--- src/rtl/led_status_pkg.sv ---
// Shared types and constants for the status-LED controller.
// Config word layout: [31:16] period, [15:8] duty, [7:3] rsvd, [2:0] mode.
package led_status_pkg;

  typedef enum logic [2:0] {
    MODE_OFF   = 3'd0,
    MODE_ON    = 3'd1,
    MODE_BLINK = 3'd2,
    MODE_PWM   = 3'd3,
    MODE_HB    = 3'd4
  } led_mode_t;

  // Bit offsets: period 16, duty 8, rsvd 3, mode 0.
  typedef struct packed {
    logic [15:0] period;
    logic [7:0]  duty;
    logic [4:0]  rsvd;
    logic [2:0]  mode;
  } led_cfg_t;

  localparam logic [15:0] HB_ON0_END        = 16'd100;
  localparam logic [15:0] HB_ON1_START      = 16'd200;
  localparam logic [15:0] HB_ON1_END        = 16'd300;
  localparam logic [15:0] HB_MIN_PERIOD     = 16'd400;
  localparam logic [15:0] HB_DEFAULT_PERIOD = 16'd1000;

endpackage

--- src/rtl/led_status_chan.sv ---
// One LED channel: ms_cnt, phase and the combinational on-decision.
// Ports: clk_50, fpga_reset_n, tick, clr (config write), mode/period/duty, pwm_cnt -> on.
// Macro LED_STATUS_GAMMA_EN selects a squared PWM compare value.
module led_status_chan
  import led_status_pkg::*;
#(
  parameter int PWM_BITS = 8
) (
  input  logic                clk_50,
  input  logic                fpga_reset_n,
  input  logic                tick,
  input  logic                clr,
  input  logic [2:0]          mode,
  input  logic [15:0]         period,
  input  logic [PWM_BITS-1:0] duty,
  input  logic [PWM_BITS-1:0] pwm_cnt,
  output logic                on
);

  logic [15:0]         ms_cnt;
  logic                phase;
  logic [15:0]         blink_last;
  logic [15:0]         hb_last;
  logic [PWM_BITS-1:0] cmp;

  assign blink_last = (period == '0) ? '0 : period - 16'd1;
  assign hb_last    = (period < HB_MIN_PERIOD) ?
                      HB_DEFAULT_PERIOD - 16'd1 :
                      period - 16'd1;

`ifdef LED_STATUS_GAMMA_EN
  logic [2*PWM_BITS-1:0] dx;
  assign dx  = {{PWM_BITS{1'b0}}, duty};
  // Full scale stays full scale so max duty is still ~100%.
  assign cmp = (duty == '1) ? '1 :
               PWM_BITS'((dx * dx) >> PWM_BITS);
`else
  assign cmp = duty;
`endif

  // A config write beats a coincident tick: counter restarts at 0.
  always_ff @(posedge clk_50 or negedge fpga_reset_n) begin
    if (!fpga_reset_n) begin
      ms_cnt <= '0;
      phase  <= 1'b0;
    end else if (clr) begin
      ms_cnt <= '0;
      phase  <= 1'b1;
    end else begin
      case (mode)
        MODE_BLINK: begin
          if (tick) begin
            if (ms_cnt >= blink_last) begin
              ms_cnt <= '0;
              phase  <= ~phase;
            end else begin
              ms_cnt <= ms_cnt + 16'd1;
            end
          end
        end
        MODE_HB: begin
          if (tick) begin
            if (ms_cnt >= hb_last) ms_cnt <= '0;
            else ms_cnt <= ms_cnt + 16'd1;
          end
        end
        default: ms_cnt <= '0;
      endcase
    end
  end

  always_comb begin
    on = 1'b0;
    case (mode)
      MODE_ON:    on = 1'b1;
      MODE_BLINK: on = phase;
      MODE_PWM:   on = (pwm_cnt < cmp);
      MODE_HB:    on = (ms_cnt < HB_ON0_END) ||
                       ((ms_cnt >= HB_ON1_START) &&
                        (ms_cnt < HB_ON1_END));
      default:    on = 1'b0;
    endcase
  end

endmodule

--- src/rtl/led_status_ctrl.sv ---
// N-channel status-LED controller: prescaler, PWM counter, config regs, readback.
// Ports: clk_50, fpga_reset_n, cfg_wr/rd/addr/wdata -> cfg_rdata, tick_out, led_out.
// Macro LED_STATUS_GAMMA_EN (in led_status_chan) enables gamma-corrected PWM.
module led_status_ctrl
  import led_status_pkg::*;
#(
  parameter int NUM_LEDS       = 5,
  parameter int CLK_HZ         = 50000000,
  parameter int TICK_HZ        = 1000,
  parameter int PWM_BITS       = 8,
  parameter int HB_CH          = 4,
  parameter int LED_ACTIVE_LOW = 0
) (
  input  logic                clk_50,
  input  logic                fpga_reset_n,
  input  logic                cfg_wr,
  input  logic                cfg_rd,
  input  logic [3:0]          cfg_addr,
  input  logic [31:0]         cfg_wdata,
  output logic [31:0]         cfg_rdata,
  output logic                tick_out,
  output logic [NUM_LEDS-1:0] led_out
);

  localparam int   DIV = CLK_HZ / TICK_HZ;
  localparam int   PSW = (DIV > 1) ? $clog2(DIV) : 1;
  localparam logic POL = (LED_ACTIVE_LOW != 0);

  logic [PSW-1:0]      presc;
  logic [PWM_BITS-1:0] pwm_cnt;
  led_cfg_t            cfg_q [NUM_LEDS];
  led_cfg_t            rd_val;
  logic [NUM_LEDS-1:0] wr_hit;
  logic [NUM_LEDS-1:0] on_vec;

  assign tick_out = (presc == PSW'(DIV - 1));

  always_ff @(posedge clk_50 or negedge fpga_reset_n) begin
    if (!fpga_reset_n) begin
      presc   <= '0;
      pwm_cnt <= '0;
    end else begin
      presc   <= tick_out ? '0 : presc + 1'b1;
      pwm_cnt <= pwm_cnt + 1'b1;
    end
  end

  always_comb begin
    wr_hit = '0;
    rd_val = '0;
    for (int i = 0; i < NUM_LEDS; i++) begin
      wr_hit[i] = cfg_wr && (cfg_addr == 4'(i));
      if (cfg_addr == 4'(i)) rd_val = cfg_q[i];
    end
  end

  always_ff @(posedge clk_50 or negedge fpga_reset_n) begin
    if (!fpga_reset_n) begin
      for (int i = 0; i < NUM_LEDS; i++) begin
        if (i == HB_CH)
          cfg_q[i] <= '{period: HB_DEFAULT_PERIOD,
                        duty:   '0,
                        rsvd:   '0,
                        mode:   MODE_HB};
        else
          cfg_q[i] <= '0;
      end
    end else begin
      for (int i = 0; i < NUM_LEDS; i++)
        if (wr_hit[i]) cfg_q[i] <= cfg_wdata;
    end
  end

  // rd_val is taken before the write lands: same-cycle read sees old data.
  always_ff @(posedge clk_50 or negedge fpga_reset_n) begin
    if (!fpga_reset_n) cfg_rdata <= '0;
    else if (cfg_rd)   cfg_rdata <= rd_val;
  end

  for (genvar g = 0; g < NUM_LEDS; g++) begin : g_chan
    led_status_chan #(
      .PWM_BITS(PWM_BITS)
    ) u_chan (
      .clk_50      (clk_50),
      .fpga_reset_n(fpga_reset_n),
      .tick        (tick_out),
      .clr         (wr_hit[g]),
      .mode        (cfg_q[g].mode),
      .period      (cfg_q[g].period),
      .duty        (cfg_q[g].duty[PWM_BITS-1:0]),
      .pwm_cnt     (pwm_cnt),
      .on          (on_vec[g])
    );
  end

  always_ff @(posedge clk_50 or negedge fpga_reset_n) begin
    if (!fpga_reset_n) led_out <= {NUM_LEDS{POL}};
    else               led_out <= on_vec ^ {NUM_LEDS{POL}};
  end

endmodule

--- config.mk ---
export PLATFORM = sky130hd
export DESIGN_NAME = led_status_ctrl
export DESIGN_NICKNAME = d
export VERILOG_FILES = /design/src/rtl/led_status_pkg.sv /design/src/rtl/led_status_chan.sv /design/src/rtl/led_status_ctrl.sv
export SDC_FILE = /design/constraint.sdc
export NUM_CORES = 1
export LEC_CHECK = 0
export ABC_AREA = 1
export CORE_UTILIZATION = 60
export DETAILED_ROUTE_END_ITERATION = 7
export GPL_ROUTABILITY_DRIVEN = 0
export PLACE_DENSITY = 0.9
export SYNTH_ARGS = -nofsm -noshare
export SYNTH_HDL_FRONTEND = slang
export SYNTH_SLANG_ARGS = --single-unit
--- constraint.sdc ---
create_clock -name clk_50 -period 3.92 [get_ports clk_50]
set_input_delay 1.176 -clock clk_50 [delete_from_list [all_inputs] [get_ports clk_50]]
set_output_delay 1.176 -clock clk_50 [all_outputs]
set_load 0.05 [all_outputs]
== After elaboration in Yosys (flattened, before gate mapping) ==
Index checks and enable logic that the tools add are counted.
Word-level totals
  output and inout bits: 38
  word-level logic and storage cells: 238
  input bits: 40
  flip-flop bits (word level): 306
Cells by class
  add/sub/neg operators: 12
  reduce and logical (&&, ||, !) cells: 46
  bitwise gates (word level): 5
  equal/unequal tests: 35
  order comparisons: 35
  muxes and demuxes: 71
Operator list (count)
  $mux W16: 36
  $ge A16 B16 Y1: 10
  $lt A16 B9 Y1 const B: 10
  $mux W32: 5
  $pmux W16 S2: 5
  $add A16 B1 Y16 const B: 6
  $ge A16 B8 Y1 const B: 5
  $logic_not A16 Y1: 5
  $lt A16 B7 Y1 const B: 5
  $sub A16 B1 Y16 const B: 5
  $lt A8 B8 Y1: 5
  $eq A3 B2 Y1 const B: 10
  $ne A3 B2 Y1 const B: 10
  $reduce_bool A2 Y1: 15
  $mux W1: 20
  $pmux W1 S4: 5
  $eq A16 B16 Y1 const B: 1
  $eq A3 B1 Y1 const B: 5
  $eq A3 B3 Y1 const B: 5
  $reduce_and A3 Y1: 5
  $logic_and A1 B1 Y1: 10
  $reduce_and A2 Y1: 5
  $add A8 B1 Y8 const B: 1
  $eq A4 B2 Y1 const B: 2
  5 further kinds: 13

== Logic depth before layout (Yosys ltp) ==
Gate-level depths: netlist of the first run.
  depth after elaboration: 7
  depth in mapped cells: 22
  mapped depth without buffers: 22

== Hierarchy ==
A second synthesis of the first run with hierarchy kept.
Second synthesis, totals
  cell total of the unflattened synthesis: 3342
  area, all modules: 23179.7 um^2
By module, submodules not included
  led_status_ctrl: area each 10032.1 um^2, seq. area each 5539.1 um^2, cells an instance 1231, instances 1
  led_status_chan at g_chan[1].u_chan ...: area each 2620.0 um^2, seq. area each 425.4 um^2, cells an instance 427, instances 3
  led_status_chan at g_chan[3].u_chan: area each 2672.6 um^2, seq. area each 425.4 um^2, cells an instance 418, instances 1
  led_status_chan at g_chan[0].u_chan: area each 2615.0 um^2, seq. area each 425.4 um^2, cells an instance 412, instances 1

== Worst setup path after synthesis of the first run ==
OpenSTA, ideal clock, no wires.
  kind: flip-flop to flip-flop
  from: register cfg_q[144] (netlist name)
  to: register g_chan[0].u_chan.ms_cnt[11]
  buffers on the path: 0
  arrival time: 2.738 ns
  setup time: 0.083 ns
  data required time: 3.837 ns
  slack: 1.099 ns
  stages on the path, launching flop included: 19
  period minus slack after synthesis: 2.821 ns
  cells stage by stage: dfrtp_1 inv_1 ha_1 nand2_1 nor4_4 nand3_1 nor2_1 xor2_1 nand2_1 ha_1 nand2_1 inv_1 o21ai_0 nand3b_1 nor2_1 nand2_1 nand2_1 nand3_1 o21ai_0
Between the ends
  longest elaborated chain between the ends: 7
  elaborated cells on any way between the ends: 13
  classes of those cells: add/sub: 1; order compare: 3; mux: 8; reduce/logical: 1
Ends and longest elaborated chain
  start: declaration: RTL line led_status_ctrl.sv:31  | led_cfg_t cfg_q [NUM_LEDS];
  start signal: indexed assignment: RTL line led_status_ctrl.sv:61  | cfg_q[i] <= '{period: HB_DEFAULT_PERIOD,
  start signal: indexed assignment: RTL line led_status_ctrl.sv:70  | if (wr_hit[i]) cfg_q[i] <= cfg_wdata;
  $sub A16 B1 Y16, or another cell as far along: RTL line led_status_chan.sv:26, led_status_chan.sv:29
  $mux W16 (on tied branches): RTL line led_status_chan.sv:27, led_status_chan.sv:26
  $ge A16 B16 Y1 (on tied branches): RTL line led_status_chan.sv:63, led_status_chan.sv:53
  $mux W16 (on tied branches): RTL line led_status_chan.sv:63, led_status_chan.sv:53
  $mux W16 (on tied branches): RTL line led_status_chan.sv:62, led_status_chan.sv:52
  $pmux W16 S2 (*): RTL line led_status_chan.sv:50  | case (mode)
  $mux W16 (*): RTL line led_status_chan.sv:46  | end else if (clr) begin
  end signal: assignment: RTL line led_status_chan.sv:57  | ms_cnt <= ms_cnt + 16'd1;
  end signal: assignment: RTL line led_status_chan.sv:64  | else ms_cnt <= ms_cnt + 16'd1;
  end: declaration: RTL line led_status_chan.sv:20  | logic [15:0] ms_cnt;
Mark *: on every way between the ends. The rest lies on a longest branch, timed or not. The select of a mux whose other input is x is not followed.
A chain may end at the register's enable or synchronous reset.

== Worst setup path after layout of the first run ==
  from: register cfg_q[16] (netlist name)
  to: register g_chan[4].u_chan.ms_cnt[14]
Between the ends
  longest elaborated chain between the ends: 7
  elaborated cells on any way between the ends: 13
  classes of those cells: add/sub: 1; order compare: 3; mux: 8; reduce/logical: 1
Ends and longest elaborated chain (RTL line)
  $sub A16 B1 Y16, or another cell as far along: led_status_chan.sv:26, led_status_chan.sv:29
  $mux W16 (on tied branches): led_status_chan.sv:27, led_status_chan.sv:26
  $ge A16 B16 Y1 (on tied branches): led_status_chan.sv:63, led_status_chan.sv:53
  $mux W16 (on tied branches): led_status_chan.sv:63, led_status_chan.sv:53
  $mux W16 (on tied branches): led_status_chan.sv:62, led_status_chan.sv:52
  $pmux W16 S2 (*): led_status_chan.sv:50
  $mux W16 (*): led_status_chan.sv:46
  end signal: assignment: led_status_chan.sv:57
  end signal: assignment: led_status_chan.sv:64
  end: declaration: led_status_chan.sv:20
Marked as above.

==> metrics.md, run 1 <==
| Metric | Value |
|---|---|
| CTS root buf | `clkbuf_16` |
| Worst-path fanout max | `16` |
| Status | `finished, final reports clean` |
| Initial antenna violation count | `1` |
| Hold Fails Final Rpt | `0` |
| Slew headroom | `33.6%` |
| Worst hold path type | `flip-flop to flip-flop` |
| Largest net degree at the start of global routing | `91` |
| Prevailing post-synth register cell | `dfrtp_1` |
| Post-synth cell types | `57` |
| Total core area | `35500 um2` |
| Routed WL per cell | `18.6 um` |
| Post-DP HPWL | `45.9 mm` |
| Tot Pwr | `11.5 mW` |
| Most frequent cells in the layout | `691 x nand2_1, 383 x inv_1, 299 x dfrtp_1` |
| Leak | `11.9 nW` |
| GRT Overall Usage | `35.9%` |
| Reg2reg path depth | `18` |
| Drt total wl | `64.3 mm` |
| Post-synthesis register bit count | `306` |
| CTS tree | `yes` |
| 1st-iter DRT viols | `2300` |
| DR vias/cell | `6.17` |
| Routed Antenna Nets | `0` |
| Vias in the first global route | `20800` |
| Initial Utilization | `60.9%` |
| CTS Buf Count | `35` |
| Synth-to-layout area growth | `11.1%` |
| Placed inst area | `22800 um2` |
| Max Clock Skew | `0.0254 ns` |
| Later-pin clock latency in the skew report | `0.57 ns` |
| Vias | `21300` |
| Synthesized area | `21600 um2` |
| Cells after Synth | `2910` |
| Crit path DAT | `4.00 ns` |
| Rows | `69` |
| Port Buffers | `77` |
| Ys async rst share | `100%` |
| H-tree levels | `2` |
| Layout fillers | `2615` |
| First-pass GRT wire length | `104 mm` |
| Syn_nets | `3162` |
| Syn avg cell area | `7.43 um2` |
| Total global routing overflow | `0` |
| Crit Path Class | `flip-flop to flip-flop` |
| Maximum vdd ir drop | `0.000500 V` |
| Most common cell after layout, fill and taps aside | `nand2_1` |
| P per Cell Area | `481 nW/um2` |
| Hold Path Stages | `1` |
| Post-Layout Inst Area | `24000 um2` |
| Inserted Diodes | `0` |
| Ys Warns | `0` |
| Die width | `192 um` |
| Die ar. | `36800 um2` |
| Maximum clock path buffer count | `3` |
| Final setup margin | `0.366 ns` |
| Number of flops mapped to enable cells by yosys | `0` |
| Drt pass-1 iters | `8` |
| Die height | `192 um` |
| RSZ-0062 raised after global routing | `no` |
| Register area share after synthesis | `35.5%` |
| Tightest Pin Transition | `0.996 ns` |
| Crit end category | `flip-flop` |
| Required @ worst endpoint | `4.36 ns` |
| Sum Neg Setup Slack | `0 ns` |
| # DRC | `0` |
| FMAX | `281 MHz` |
| Final Setup Violations | `0` |
| Fin nets | `3223` |
| Layout cells sized above 1 | `5.41%` |
| Type of origin of the critical path | `flip-flop` |
| Dpl ws | `0.321 ns` |
| Max-cap violations | `0` |
| Part of the cycle the worst path needs | `90.7%` |
| Final min period | `3.55 ns` |
| Worst-path clk slew | `0.06 ns` |
| IO Count | `78` |
| # clock sinks | `306` |
| Fin. max-slew vios | `0` |
layout make-up:
| type | instances | area (um2) | area share [%] |
|---|---|---|---|
| tap | 461 | 577 | 2.40 |
| sequential | 306 | 7670 | 31.9 |
| multi-input combinational | 2130 | 12100 | 50.3 |
| timing repair buffer | 105 | 1030 | 4.28 |
| clock buffer | 48 | 975 | 4.06 |
| clock inverter | 11 | 201 | 0.839 |
| inverter | 393 | 1480 | 6.14 |
per-layer routing:
metal | share of wire, % | routed length [um] | track usage (%)
met1 | 36 | 23400 | 41.5
met2 | 46 | 29600 | 58.1
met3 | 11 | 6870 | 10.1
met4 | 7.0 | 4520 | 23.5
met5 | 0.020 | 13 | 0
per-stage QoR:
step	hold slack [ns]	util (%)	cells
global placement	0.449	64.3	3393
finish	0.470	67.7	3454
floorplan	0.433	-	2910
detailed placement	0.457	64.3	3393
CTS	0.478	67.6	3452
global route	0.503	67.7	3454
repair_timing:
action,CTS,global route
buffers inserted,0,2
endpoints found under the setup margin,0,14
gates resized for setup,0,1
hold buffers,0,0
kinds of logic (layout without fill, tap and decap cells):
| kind of cell | after synthesis | in the layout | share of synthesized area (%) |
|---|---|---|---|
| mux | 14 | 14 | 0.718 |
| compound gates | 534 | 534 | 13.6 |
| buf+inv | 474 | 557 | 8.60 |
| fa+ha+maj | 212 | 212 | 12.3 |
| xor+xnor | 96 | 96 | 3.89 |
| simple gates | 1274 | 1274 | 25.4 |
| flops | 306 | 306 | 35.5 |
state kept, by name, indices dropped and copies added, names as in the netlist:
name,cells
presc,16
g_chan.u_chan.phase,5
cfg_rdata,32
cfg_q,160
g_chan.u_chan.ms_cnt,80
pwm_cnt,8
led_out,5
worst paths after layout:
| check | start | endpoint | slack [ns] |
|---|---|---|---|
| worst max register to register | cfg_q[16] | g_chan[4].u_chan.ms_cnt[14] | 0.37 |
| min in group asynchronous | fpga_reset_n | g_chan[2].u_chan.ms_cnt[2] | 0.66 |
| max in group asynchronous | fpga_reset_n | cfg_q[106] | 2.37 |
| worst min register to register | presc[0] | presc[0] | 0.47 |
| worst min-delay path | presc[0] | presc[0] | 0.47 |
| worst max-delay path | cfg_q[16] | g_chan[4].u_chan.ms_cnt[14] | 0.37 |
power by group:
part	switching [mW]	internal (mW)	leakage (nW)
registers	0.524	3.61	3.96
clock network	1.37	2.08	0.574
logic	2.62	1.35	7.39
total	4.51	7.04	11.9
worst max-delay path, cell delays in order (launching register included):
cell and delay [ns]:
dfrtp_1 0.41, inv_1 0.16, ha_1 0.21, nand3_1 0.14, nor3_1 0.34, nand3_1 0.38, nand2_1 0.17, ha_1 0.26
nand2_1 0.08, nor2_1 0.04, nand2_1 0.06, nand2_1 0.04, nor2_1 0.08, nand2_1 0.07, nand2_1 0.07, nand3_1 0.07
nand2_1 0.43, nand2_1 0.09, a21boi_0 0.30
synthesized netlist by cell type, drive strengths merged, types with 3 or more instances:
master	n	area share, %
nand2	700	12
inv	393	6.8
dfrtp	299	35
o21ai	278	6.4
nor2	256	4.6
ha	212	12
nand3	160	3.9
a21oi	147	3.6
xor2	81	3.3
nor3	67	1.8
nand4	60	1.8
o22ai	54	1.6
buf	44	1.1
clkbuf	37	0.65
nor4	17	0.65
a31oi	15	0.53
xnor2	15	0.61
mux2	12	0.63
o2111ai	12	0.49
or2	8	0.23
dfstp	7	0.85
nand3b	6	0.21
o21bai	5	0.17
a211oi	4	0.14
a21boi	4	0.19
o21a	4	0.14
a21o	3	0.10
o211ai	3	0.10
No activity file was read; power rests on OpenSTA's default activity.
==> run 2: changes to the inputs <==
- CELL_PAD_IN_SITES_DETAIL_PLACEMENT: default -> 1
- CELL_PAD_IN_SITES_GLOBAL_PLACEMENT: default -> 2
- CORE_UTILIZATION: 60 -> 37
- CTS_CLUSTER_SIZE: default -> 12
- PLACE_DENSITY: 0.9 -> 0.93
- SETUP_SLACK_MARGIN: default -> 0.3
==> run 2 against run 1 <==
Largest cell class unchanged. Maximum frequency up 5.6%. Die area up 61%. Critical path type is now flip-flop to output pin. Wire length up 16%.
==> metrics.md, run 2 (same netlist as run 1, synthesis figures left out) <==
| Metric | Value |
|---|---|
| Most common cell after layout, fill and taps aside | `nand2_1` |
| Crit Path Class | `flip-flop to output pin` |
| Reg2reg end | `g_chan[4].u_chan.ms_cnt[14]` |
| Required @ worst endpoint | `2.74 ns (-1.62 ns)` |
| Drt total wl | `74.3 mm (+16%)` |
| Max-cap violations | `0 (unchanged)` |
| Post-Layout Inst Area | `24700 um2 (+2.8%)` |
| CTS Buf Count | `39 (+11%)` |
| Final Setup Violations | `0 (unchanged)` |
| Rows | `88 (+28%)` |
| Worst-path fanout max | `12 (-4)` |
| Layout Cells excl Fill | `3773 (+9.2%)` |
| Max Clock Skew | `0.0311 ns (+0.00572 ns)` |
| Placed cells | `3699 (+9.0%)` |
| Max Used Layer | `met4` |
| GRT Overall Usage | `25.2% (-11 points)` |
| Sum Neg Setup Slack | `0 ns (unchanged)` |
| Final setup margin | `0.553 ns (+0.187 ns)` |
| Leak | `12.0 nW (+1.1%)` |
| Register share of total power | `34.3% (-1.5 points)` |
| DR vias/cell | `5.46 (-11%)` |
| Synth-to-layout area growth | `14.2%` |
| Fin. max-slew vios | `0 (unchanged)` |
| Met2 WL post-DR | `35.1 mm (+19%)` |
| Worst-path cell chain | `nand2_1 -> inv_1 -> nand2_1 -> nor2_1 -> nand2_2 -> inv_2 -> buf_4` |
| Worst R2R Setup Slack | `0.61 ns (+0.24 ns)` |
| Maximum clock path buffer count | `3 (unchanged)` |
| Layout cells sized above 1 | `6.15% (+0.74 points)` |
| Final min period | `3.37 ns (-0.187 ns)` |
| Type of origin of the critical path | `flip-flop` |
| Routed Antenna Nets | `0 (unchanged)` |
| Biggest register | `cfg_q` |
| Die width | `244 um (+27%)` |
| Metal-1 WL | `33.5 mm (+43%)` |
| First-pass GRT wire length | `120 mm (+15%)` |
| Initial Utilization | `37.5% (-23 points)` |
| Crit path DAT | `2.19 ns (-1.81 ns)` |
| Worst-path clk slew | `0.05 ns (about the same)` |
| RSZ-0062 raised after global routing | `no` |
| Hold path endpoint | `presc[0]` |
| FMAX | `297 MHz (+5.6%)` |
| Inserted Diodes | `0 (unchanged)` |
| # clock sinks | `306 (unchanged)` |
| Tightest Pin Transition | `1.12 ns (+0.123 ns)` |
| CTS tree | `yes` |
| P per Cell Area | `489 nW/um2 (+1.8%)` |
| Total global routing overflow | `0 (unchanged)` |
| Met3 wire len | `4.03 mm (-41%)` |
| Fin nets | `3230 (+0.22%)` |
| Die height | `244 um (+27%)` |
| Reg2reg path depth | `20 (+2)` |
| Routed WL per cell | `19.7 um (+5.8%)` |
| Vias | `20600 (-3.3%)` |
| Net switching power | `4.75 mW (+5.3%)` |
| Initial antenna violation count | `0 (-1)` |
| 1st-iter DRT viols | `1329 (-42%)` |
| Most frequent cells in the layout | `687 x nand2_1, 383 x inv_1, 299 x dfrtp_1` |
| Crit end category | `output pin` |
| Largest net degree at the start of global routing | `74 (-19%)` |
| Vias in the first global route | `21900 (+5.0%)` |
| Later-pin clock latency in the skew report | `0.58 ns (about the same)` |
| Cell mode on critical path | `nand2_1` |
| Critical R2R Launch | `cfg_q[16]` |
| Hold Fails Final Rpt | `0 (unchanged)` |
| Crit path largest cell delay | `0.46 ns (+0.03 ns)` |
| Beginning of the worst hold path | `presc[0]` |
| Largest register FFs | `160 (unchanged)` |
| Slowest cell on the critical path | `dfrtp_1` |
| Top Registers | `cfg_q x160, g_chan.u_chan.ms_cnt x80, cfg_rdata x32` |
| Dpl ws | `0.335 ns (+0.0133 ns)` |
| Post-DP HPWL | `57.0 mm (+24%)` |
| Worst hold path type | `flip-flop to flip-flop` |
| Sw Share | `39.3% (+0.28 points)` |
| CTS root buf | `clkbuf_16` |
| # DRC | `0 (unchanged)` |
| Comb pwr share | `33.8% (-0.6 points)` |
| Hold Path Stages | `1 (unchanged)` |
| CTS Hold Bufs | `0 (unchanged)` |
| Part of the cycle the worst path needs | `85.9% (-4.8 points)` |
| Maximum vdd ir drop | `0.000339 V (-32%)` |
| Drt pass-1 iters | `5 (-3)` |
| Layout fillers | `7222 (+180%)` |
| Die ar. | `59400 um2 (+61%)` |
| Slew headroom | `24.8% (-8.8 points)` |
| Tot Pwr | `12.1 mW (+4.6%)` |
| Port Buffers | `77 (unchanged)` |
| Status | `finished, final reports clean` |
| Clk network pwr share | `31.9% (+2.1 points)` |
| H-tree levels | `2 (unchanged)` |
| IO Count | `78 (unchanged)` |
| Power Internal | `7.33 mW (+4.1%)` |
| Placed inst area | `23200 um2 (+1.8%)` |
| Total core area | `57700 um2 (+63%)` |
[run 2: layout make-up]
type / instances / area (um2) / share of cell area [%]
well taps: 765 / 957 / 3.88
multi-input cells: 2130 / 12200 / 49.3
inverters: 393 / 1480 / 5.98
clock buffers: 57 / 1130 / 4.59
repair buffers: 108 / 1060 / 4.31
clock inverters: 14 / 223 / 0.903
flip-flops and latches: 306 / 7670 / 31.1
[run 2: worst max-delay path, delay by kind of cell (launching register included)]
family,cells,cell delay [ns]
buffers and inverters,3,0.76
flip-flops,1,0.46
AND/OR/NAND/NOR,4,0.41
[run 2: how the worst max path moves through the flow]
stage | slack (ns) | endpoint | cells past startpoint | start
floorplan | 1.10 | g_chan[0].u_chan.ms_cnt[11] | 18 | cfg_q[144]
global placement | 0.32 | cfg_rdata[12] | 8 | cfg_addr[1]
detailed placement | 0.33 | cfg_rdata[15] | 8 | cfg_addr[1]
CTS | 0.31 | g_chan[2].u_chan.ms_cnt[0] | 18 | cfg_q[80]
global route | 0.30 | g_chan[4].u_chan.ms_cnt[14] | 20 | cfg_q[16]
finish | 0.55 | tick_out | 7 | presc[8]
[run 2: routing by layer]
metal | vias to the layer above | GRT usage [%]
met5 | - | 0
met4 | 0 | 7.06
met2 | 441 | 41.4
met1 | 10300 | 34.5
li1 | 9744 | -
met3 | 89 | 3.40
[run 2: what timing repair did]
action                     CTS  global route
setup endpoints to repair    0            80
setup buffers                0             3
resized for setup            0            15
[run 2: through the flow]
| step | hold WS (ns) | utilization [%] |
|---|---|---|
| after floorplan | 0.433 | - |
| final | 0.464 | 42.8 |
| after global placement | 0.444 | 40.3 |
| after detailed placement | 0.461 | 40.3 |
| after global routing | 0.498 | 42.8 |
| after CTS | 0.468 | 42.6 |
[run 2: power by group through the flow]
stage,sequential (mW),clock (mW),combinational (mW)
3_3_place_gp,4.14,0,3.79
2_1_floorplan,4.17,0,2.62
3_5_place_dp,4.17,0,4.04
5_1_grt,4.19,4.05,4.61
4_1_cts,4.12,3.93,4.08
6_report,4.14,3.86,4.08
==> run 3: changes to the inputs <==
- RECOVER_POWER: default -> 25
==> run 3 against run 2 <==
Die area did not move. Sequential power about the same. Clock skew about the same. Cell count did not move. Critical path type is now input port to async pin. Clock power hardly changed. Maximum frequency decreased by 1.6%. Largest power group unchanged. The run now ends with capacitance limit, slew limit left. Non-clock buffer count is the same.
==> metrics.md, run 3 (same netlist as run 1, synthesis figures left out) <==
| Metric | Value |
|---|---|
| Maximum clock path buffer count | `3 (unchanged)` |
| Top Registers | `cfg_q x160, g_chan.u_chan.ms_cnt x80, cfg_rdata x32` |
| DR vias/cell | `5.46 (about the same)` |
| Largest register FFs | `160 (unchanged)` |
| Worst-path clk slew | `0.06 ns (about the same)` |
| Worst R2R Setup Slack | `0.61 ns (about the same)` |
| Status | `complete, but fails checks` |
| Worst hold path type | `flip-flop to flip-flop` |
| Max-cap violations | `1 (+1)` |
| Final setup margin | `0.497 ns (-0.0563 ns)` |
| Routed Antenna Nets | `0 (unchanged)` |
| Final min period | `3.42 ns (+0.0563 ns)` |
| GRT Overall Usage | `25.2% (unchanged)` |
| Largest net degree at the start of global routing | `74 (unchanged)` |
| Crit path DAT | `4.10 ns (+1.91 ns)` |
| Comb pwr share | `33.8% (about the same)` |
| Slowest cell on the critical path | `dlymetal6s4s_1` |
| IO Count | `78 (unchanged)` |
| Buf+Inv Stages, Crit Path | `2 (-1)` |
| Net switching power | `4.75 mW (about the same)` |
| 1st-iter DRT viols | `1329 (unchanged)` |
| Tightest Pin Transition | `2.94 ns (+1.83 ns)` |
| Vias in the first global route | `21900 (unchanged)` |
| # DRC | `0 (unchanged)` |
| Drt total wl | `74.3 mm (about the same)` |
| Register share of total power | `34.3% (about the same)` |
| P per Cell Area | `489 nW/um2 (about the same)` |
| Type of origin of the critical path | `input port` |
| Post-DP HPWL | `57.0 mm (unchanged)` |
| Slew headroom | `-96.3% (-120 points)` |
| Layout cells sized above 1 | `6.12% (-0.033 points)` |
| Crit path largest cell delay | `2.15 ns (+1.69 ns)` |
| Biggest register | `cfg_q` |
| Crit path max-delay family | `buffers and inverters` |
| Inserted Diodes | `0 (unchanged)` |
| Part of the cycle the worst path needs | `87.3% (+1.4 points)` |
| Final Setup Violations | `0 (unchanged)` |
| CTS tree | `yes` |
| Fin nets | `3230 (unchanged)` |
| Leak | `12.1 nW (about the same)` |
| Worst-path cell chain | `dlymetal6s4s_1 -> buf_4` |
| Hold Fails Final Rpt | `0 (unchanged)` |
| Dpl ws | `0.335 ns (unchanged)` |
| Sw Share | `39.3% (about the same)` |
| CTS root buf | `clkbuf_16` |
| Routed WL per cell | `19.7 um (about the same)` |
| RSZ-0062 raised after global routing | `no` |
| Initial Utilization | `37.5% (unchanged)` |
| Later-pin clock latency in the skew report | `0.58 ns (about the same)` |
| Rows | `88 (unchanged)` |
| Initial antenna violation count | `0 (unchanged)` |
| Maximum vdd ir drop | `0.000339 V (about the same)` |
| Die width | `244 um (unchanged)` |
| Most frequent cells in the layout | `687 x nand2_1, 383 x inv_1, 299 x dfrtp_1` |
| Vias | `20600 (+0.0049%)` |
| Required @ worst endpoint | `4.60 ns (+1.86 ns)` |
| Max Clock Skew | `0.0311 ns (-0.0000114 ns)` |
| First-pass GRT wire length | `120 mm (unchanged)` |
| Port Buffers | `77 (unchanged)` |
| Fin. max-slew vios | `49 (+49)` |
| Worst-path fanout max | `51 (+39)` |
| Crit Path Class | `input port to async pin` |
| Sum Neg Setup Slack | `0 ns (unchanged)` |
| FMAX | `292 MHz (-1.6%)` |
| Most common cell after layout, fill and taps aside | `nand2_1` |
| Die height | `244 um (unchanged)` |
| Power Internal | `7.33 mW (about the same)` |
| Clk network pwr share | `31.9% (about the same)` |
| Drt pass-1 iters | `5 (unchanged)` |
| CTS Buf Count | `39 (unchanged)` |
| Synth-to-layout area growth | `14.2% (about the same)` |
| H-tree levels | `2 (unchanged)` |
| Total core area | `57700 um2 (unchanged)` |
| Failing checks | `capacitance limit, slew limit` |
| Crit end category | `async pin` |
| # clock sinks | `306 (unchanged)` |
| Die ar. | `59400 um2 (unchanged)` |
| Total global routing overflow | `0 (unchanged)` |
==> run 3: changes by cell type in the layout (fill, tap and decap cells not counted) <==
cell	delta
dlymetal6s4s_1	+1
buf_8	-1
==> run 3: area by class of cell <==
| type | count | area, um2 |
|---|---|---|
| Fill cell | 7221 | 33000 |
| Multi-Input combinational cell | 2130 | 12200 |
| Sequential cell | 306 | 7670 |
| Inverter | 393 | 1480 |
| Clock buffer | 57 | 1130 |
| Timing Repair Buffer | 108 | 1060 |
| Tap cell | 765 | 957 |
| Clock inverter | 14 | 223 |
==> run 3: worst paths after layout <==
check | startpoint | end | cells past startpoint
max | fpga_reset_n | cfg_q[23] | 2
min | presc[0] | presc[0] | 1
max reg2reg | cfg_q[16] | g_chan[4].u_chan.ms_cnt[14] | 20
min in group asynchronous | fpga_reset_n | presc[15] | 1
max in group clk_50 | presc[8] | tick_out | 7
min reg2reg | presc[0] | presc[0] | 1
==> run 3: routing by layer <==
metal / global-route usage (%) / wire (um)
met5: 0 / 0
met4: 7.06 / 1670
met2: 41.4 / 35100
met3: 3.40 / 4040
met1: 34.5 / 33500
==> run 3: through the flow <==
| stage | power [mW] | util [%] | hold WS, ns | cells | instance area [um2] |
|---|---|---|---|---|---|
| finish | 12.1 | 42.8 | 0.464 | 3773 | 24700 |
| CTS | 12.1 | 42.6 | 0.468 | 3770 | 24600 |
| floorplan | 6.79 | - | 0.433 | 2910 | 21600 |
| global placement | 7.94 | 40.3 | 0.444 | 3699 | 23200 |
| detailed placement | 8.21 | 40.3 | 0.461 | 3699 | 23200 |
| global route | 12.9 | 42.8 | 0.498 | 3773 | 24700 |
==> run 3: timing repair <==
action                                  CTS  global route
hold buffers                              0             0
endpoints found under the setup margin    0            80
resized for setup                         0            15
buffers inserted                          0             3
==> run 3: power groups by stage <==
stage | sequential (mW) | combinational, mW | clock [mW]
2_1_floorplan | 4.17 | 2.62 | 0
3_3_place_gp | 4.14 | 3.79 | 0
3_5_place_dp | 4.17 | 4.04 | 0
4_1_cts | 4.12 | 4.08 | 3.93
5_1_grt | 4.19 | 4.61 | 4.05
6_report | 4.14 | 4.08 | 3.86
